[src/rtl/elastic_buffer_pkg.sv]
// Shared definitions for the stream-buffer family: handshake signal widths
// and a constant-evaluable ceiling-log2 used to size pointers and counters.
package elastic_buffer_pkg;

    // Width of the valid and ready handshake signals on every stream port.
    localparam int HS_VLD_W = 1;
    localparam int HS_RDY_W = 1;

    // Smallest n with 2**n >= value; eb_clog2(1) == 0.
    function automatic int eb_clog2(input int value);
        int result;
        result = 0;
        while ((1 << result) < value) begin
            result = result + 1;
        end
        return result;
    endfunction

endpackage

[src/rtl/elastic_buffer_mem.sv]
// Entry storage for elastic_buffer: a DEPTH x DATA_W flop array with one
// synchronous write port and one asynchronous read port. Contents are
// deliberately left unreset; the control block masks them with o_vld.
module elastic_buffer_mem
    import elastic_buffer_pkg::*;
#(
    parameter int DATA_W = 8,
    parameter int DEPTH  = 4
) (
    input  logic                       i_clk,
    input  logic                       i_we,
    input  logic [eb_clog2(DEPTH)-1:0] i_waddr,
    input  logic [DATA_W-1:0]          i_wdata,
    input  logic [eb_clog2(DEPTH)-1:0] i_raddr,
    output logic [DATA_W-1:0]          o_rdata
);

    logic [DATA_W-1:0] mem_q [DEPTH];

    // Capture the accepted upstream word into the slot at the write pointer.
    always_ff @(posedge i_clk) begin
        if (i_we) begin
            mem_q[i_waddr] <= i_wdata;
        end
    end

    assign o_rdata = mem_q[i_raddr];

endmodule

[src/rtl/elastic_buffer.sv]
// Elastic (skid/FIFO) buffer between two valid/ready stream interfaces.
//
// Handshake: a word moves across an interface in any cycle where both its
// valid and its ready are high at the rising edge. Valid, once high, is not
// withdrawn by this block until the word is taken (or a flush/reset clears
// the buffer); data is stable for as long as valid waits on ready.
//
// o_rdy comes straight from a flop holding (next occupancy < DEPTH), so the
// upstream ready path never sees i_rdy or i_vld combinationally. o_vld and
// o_data derive only from registered state, so there is no flow-through from
// i_data: a word written into an empty buffer shows up one cycle later.
module elastic_buffer
    import elastic_buffer_pkg::*;
#(
    parameter int DATA_W    = 8,
    parameter int DEPTH     = 4,
    parameter int AFULL_LVL = DEPTH - 1
) (
    input  logic                         i_clk,
    input  logic                         i_rst,
    input  logic                         i_flush,
    input  logic                         i_vld,
    input  logic [DATA_W-1:0]            i_data,
    output logic                         o_rdy,
    output logic                         o_vld,
    output logic [DATA_W-1:0]            o_data,
    input  logic                         i_rdy,
    output logic [eb_clog2(DEPTH+1)-1:0] o_count,
    output logic                         o_empty,
    output logic                         o_afull
);

    localparam int PTR_W = eb_clog2(DEPTH);
    localparam int CNT_W = eb_clog2(DEPTH + 1);

    logic [PTR_W-1:0] wr_ptr;
    logic [PTR_W-1:0] rd_ptr;
    logic [CNT_W-1:0] count;
    logic [CNT_W-1:0] count_nxt;
    logic             rdy_q;
    logic             push;
    logic             pop;
    logic             mem_we;

    // A transfer happens on each side only when both halves of its handshake agree.
    assign push = i_vld && rdy_q;
    assign pop  = (count != '0) && i_rdy;

    // Pointers wrap naturally at DEPTH because DEPTH is a power of two;
    // the separate counter disambiguates full from empty.
    always_comb begin
        count_nxt = count;
        if (push && !pop) begin
            count_nxt = count + CNT_W'(1);
        end else if (!push && pop) begin
            count_nxt = count - CNT_W'(1);
        end
    end

    // Pointer, occupancy and ready registers; reset outranks flush, flush outranks traffic.
    always_ff @(posedge i_clk) begin
        if (i_rst) begin
            wr_ptr <= '0;
            rd_ptr <= '0;
            count  <= '0;
            rdy_q  <= 1'b1;
        end else if (i_flush) begin
            wr_ptr <= '0;
            rd_ptr <= '0;
            count  <= '0;
            rdy_q  <= 1'b1;
        end else begin
            if (push) begin
                wr_ptr <= wr_ptr + PTR_W'(1);
            end
            if (pop) begin
                rd_ptr <= rd_ptr + PTR_W'(1);
            end
            count <= count_nxt;
            rdy_q <= (count_nxt < CNT_W'(DEPTH));
        end
    end

    // Words offered during a flush or reset cycle are dropped, so never written.
    assign mem_we = push && !i_flush && !i_rst;

    elastic_buffer_mem #(
        .DATA_W (DATA_W),
        .DEPTH  (DEPTH)
    ) u_mem (
        .i_clk   (i_clk),
        .i_we    (mem_we),
        .i_waddr (wr_ptr),
        .i_wdata (i_data),
        .i_raddr (rd_ptr),
        .o_rdata (o_data)
    );

    assign o_rdy   = rdy_q;
    assign o_vld   = (count != '0);
    assign o_count = count;
    assign o_empty = (count == '0);
    assign o_afull = (count >= CNT_W'(AFULL_LVL));

endmodule

[config.mk]
export PLATFORM = sky130hd
export DESIGN_NAME = elastic_buffer
export DESIGN_NICKNAME = d
export VERILOG_FILES = /design/src/rtl/elastic_buffer_pkg.sv /design/src/rtl/elastic_buffer_mem.sv /design/src/rtl/elastic_buffer.sv
export SDC_FILE = /design/constraint.sdc
export NUM_CORES = 1
export LEC_CHECK = 0
export CORE_ASPECT_RATIO = 0.8
export CORE_UTILIZATION = 30
export CTS_CLUSTER_DIAMETER = 150
export DETAILED_ROUTE_END_ITERATION = 8
export SETUP_SLACK_MARGIN = 0.1
export SLEW_MARGIN = 5
export SYNTH_ARGS = -nofsm -noshare
export SYNTH_HDL_FRONTEND = slang
export SYNTH_HIERARCHICAL = 1
export SYNTH_SLANG_ARGS = --single-unit
[constraint.sdc]
create_clock -name i_clk -period 3.1 [get_ports i_clk]
set_input_delay 0.775 -clock i_clk [delete_from_list [all_inputs] [get_ports i_clk]]
set_output_delay 0.775 -clock i_clk [all_outputs]
set_load 0.005 [all_outputs]
==> results.toml <==
[timing]
fin_crit_sh_pct = 92.12
setup_tns_ps = 0
slew_viol_final = 0
rsz0062_at_grt = "no"
hold_violations = 0
finClkSkew_ps = 4.265
fin_crit_ps = 2856
relSlewSlack_pct = 57.50
setup_viol = 0
max_slew.worst_pin.slew_ps = 636.6
max_freq_mhz = 350.2
hold_ws_ps = 523.0
setup_ws_ps = 244.4

[hold_path]
hold_class = "flop to flop"

[power]
power_density_nw_per_um2 = 489.7
p_leak_nw = 0.6900
p_seq_share_pct = 58.7
switching_power_mw = 0.2169
netSwitchingFraction_pct = 21.37
comb_power_share_pct = 10.0
p_int_mw = 0.7978
max-vdd-ir-drop_uv = 177.7
finalPower_mw = 1.015
power_frac_clock_pct = 31.4

[worst_setup_path]
worst_path_max_delay_cell = "dfxtp_1"
crit_fanout = 11
arrival_ps = 2080
timing.critical_path.cells = "mux4_2 -> clkdlybuf4s50_1"
crit_required_ps = 2320
critPathKind = "flop to output pin"
cp_top_family = "flip-flops"
path_buf_inv = 1
critical_path.startpoint_type = "flop"
worst_setup_path_end_kind = "output pin"
max_stage_delay_ps = 730

[logic_synthesis]
ys_ff_latch = 40
synthTopCellsByArea = "edfxtp_1 58%, mux4_2 11%, dfxtp_1 9.7%, ha_1 4.5%, nor2_1 1.6%"
netlist_instances = 102
yosysUniqueCellTypes = 30
ys_seq_area_share_pct = 67.78
syn_nets = 121
syn_area_per_cell_um2 = 16.22
yosys-top-cells-count = "32 x edfxtp_1, 8 x dfxtp_1, 8 x mux4_2"
synth_top_cell_by_area = "edfxtp_1"
async_reset_ff_share_pct = 0
ys_warn_count = 6
synth-edff-count = 32
ys.flop_type = "edfxtp_1"
syn_area_um2 = 1654
yosysMostFrequentCell = "edfxtp_1"
synth_top_area_share_pct = 58.09

[finish]
design_area_um2 = 2072
antenna_cells = 0
fillers = 443
fin_nets = 153
area_growth_pct = 25.26
layout-drive-gt1-share_pct = 14.07

[clocking]
postCtsSetupBuffers = 0
hold_buffers = 0
cts_sinks = 40
cts_root_buffer = "clkbuf_8"
clk_pin_slew_ps = 70
max-clock-path-buffers = 2
clock_latency_ps = 280
ctsResizeCount = 0
h-tree-depth = 2
numCtsBuffers = 5
cts_tree = "built"

[global_routing]
grt_max_degree = 13
track_usage_pct = 10.19
grt_pass1_vias = 885
grt_pass1_wl_um = 4264
overflow = 0
antenna_found_initial = 0

[floorplan]
fp-row-count = 23
die_w_um = 85.02
start_util_pct = 32.11
fp.dieArea_um2 = 5817
core-area_um2 = 5151
ios = 28
fp.dieH_um = 68.42

[run]
drv_cap = 0

[placement]
dp_hpwl_um = 1987
globalplace.congestion = 0.7845
port-buffer-count = 27
place_area_um2 = 1989
dp_slack_ps = 521.1

[drt]
vias = 916
viasPerCell = 4.650
avgRoutedWirePerCell_um = 14.26
firstDrtPassIters = 4
ant_nets = 0
route.detailed.drc = 0
detail_route.iter0.violations = 62
wl_um = 2809

[status]
status = "finished, final reports clean"
[state kept, by name (all words and copies together) (netlist names), named ones only]
register,count
rd_ptr,2
o_rdy,1
o_count,2
wr_ptr,2
u_mem/mem_q,32
[path summary, 6_finish.rpt]
kind,start,end,slack [ps],cells after the start
worst max-delay path,rd_ptr[0],o_data[5],240,2
worst min register to register,o_count[0],o_count[0],520,2
worst max register to register,o_count[0],o_count[0],1220,8
worst min-delay path,o_count[0],o_count[0],520,2
[metrics by stage]
step	utilization (%)	instances
2_1_floorplan	-	102
3_3_place_gp	38.62	189
3_5_place_dp	38.62	189
4_1_cts	40.22	197
5_1_grt	40.22	197
6_report	40.22	197
[cells by family (layout without fill, tap and decap cells)]
kind of cell	Yosys count	after routing	share of synthesized area, %
muxes	8	8	10.89
xor gates and xnor gates	3	3	1.589
adders and majority gates	6	6	4.538
buffers and inverters	11	44	3.176
AOI/OAI and AO/OA	10	10	3.858
and+or+nand+nor	24	24	8.171
DFF	40	40	67.78
[layout make-up]
cell class / instances / area (um2) / share of cell area, %
clock buffer: 5 / 68.82 / 3.321
clock inverter: 3 / 13.76 / 0.6643
inverter: 8 / 32.53 / 1.570
multi-input combinational: 51 / 480.5 / 23.19
sequential: 40 / 1121 / 54.11
tap: 62 / 77.57 / 3.744
timing repair buffer: 28 / 277.8 / 13.41
[power groups by stage]
stage,Clock [mW],Combinational (mW),Sequential [mW]
after floorplan,0,0.0508,0.605
after global placement,0,0.0986,0.607
after detailed placement,0,0.101,0.608
after CTS,0.329,0.102,0.596
after global routing,0.349,0.112,0.597
final,0.318,0.101,0.596
[cell usage in the layout (no fill, tap or decap)]
| cell | instances |
|---|---|
| o21ai_0 | 2 |
| edfxtp_1 | 32 |
| xor2_1 | 3 |
| inv_1 | 5 |
| nand3b_1 | 1 |
| or2_1 | 1 |
| inv_2 | 1 |
| nor2_1 | 7 |
| clkinv_2 | 2 |
| nor3b_1 | 1 |
| a31o_1 | 1 |
| clkinv_1 | 2 |
| nor2b_1 | 1 |
| and3b_1 | 2 |
| and3_1 | 1 |
| nand2_1 | 4 |
| inv_4 | 1 |
| dfxtp_1 | 8 |
| clkdlybuf4s50_1 | 27 |
| ha_1 | 6 |
| clkbuf_8 | 5 |
| o31ai_1 | 1 |
| nand2b_1 | 1 |
| a221oi_1 | 2 |
| nand3_1 | 1 |
| or4_1 | 1 |
| mux4_2 | 8 |
| nand2_4 | 1 |
| a21oi_1 | 4 |
| buf_4 | 1 |
| or3_1 | 2 |
[worst register-to-register path, delay by kind of cell, from the launching register on]
kind / cells / cell delay, ps
flops: 1 / 390
buf+inv: 2 / 140
simple gates: 3 / 590
compound gates: 1 / 130
fa+ha+maj: 2 / 540
[layer usage]
layer / global-route usage (%) / vias up / part of all wire, %
met5: 0 / - / 0
met4: 5.085 / 0 / 0.75
met3: 3.136 / 2 / 3.6
met2: 16.94 / 18 / 51
met1: 12.24 / 449 / 44
li1: - / 447 / -
Power figures use the tool's default switching activity.
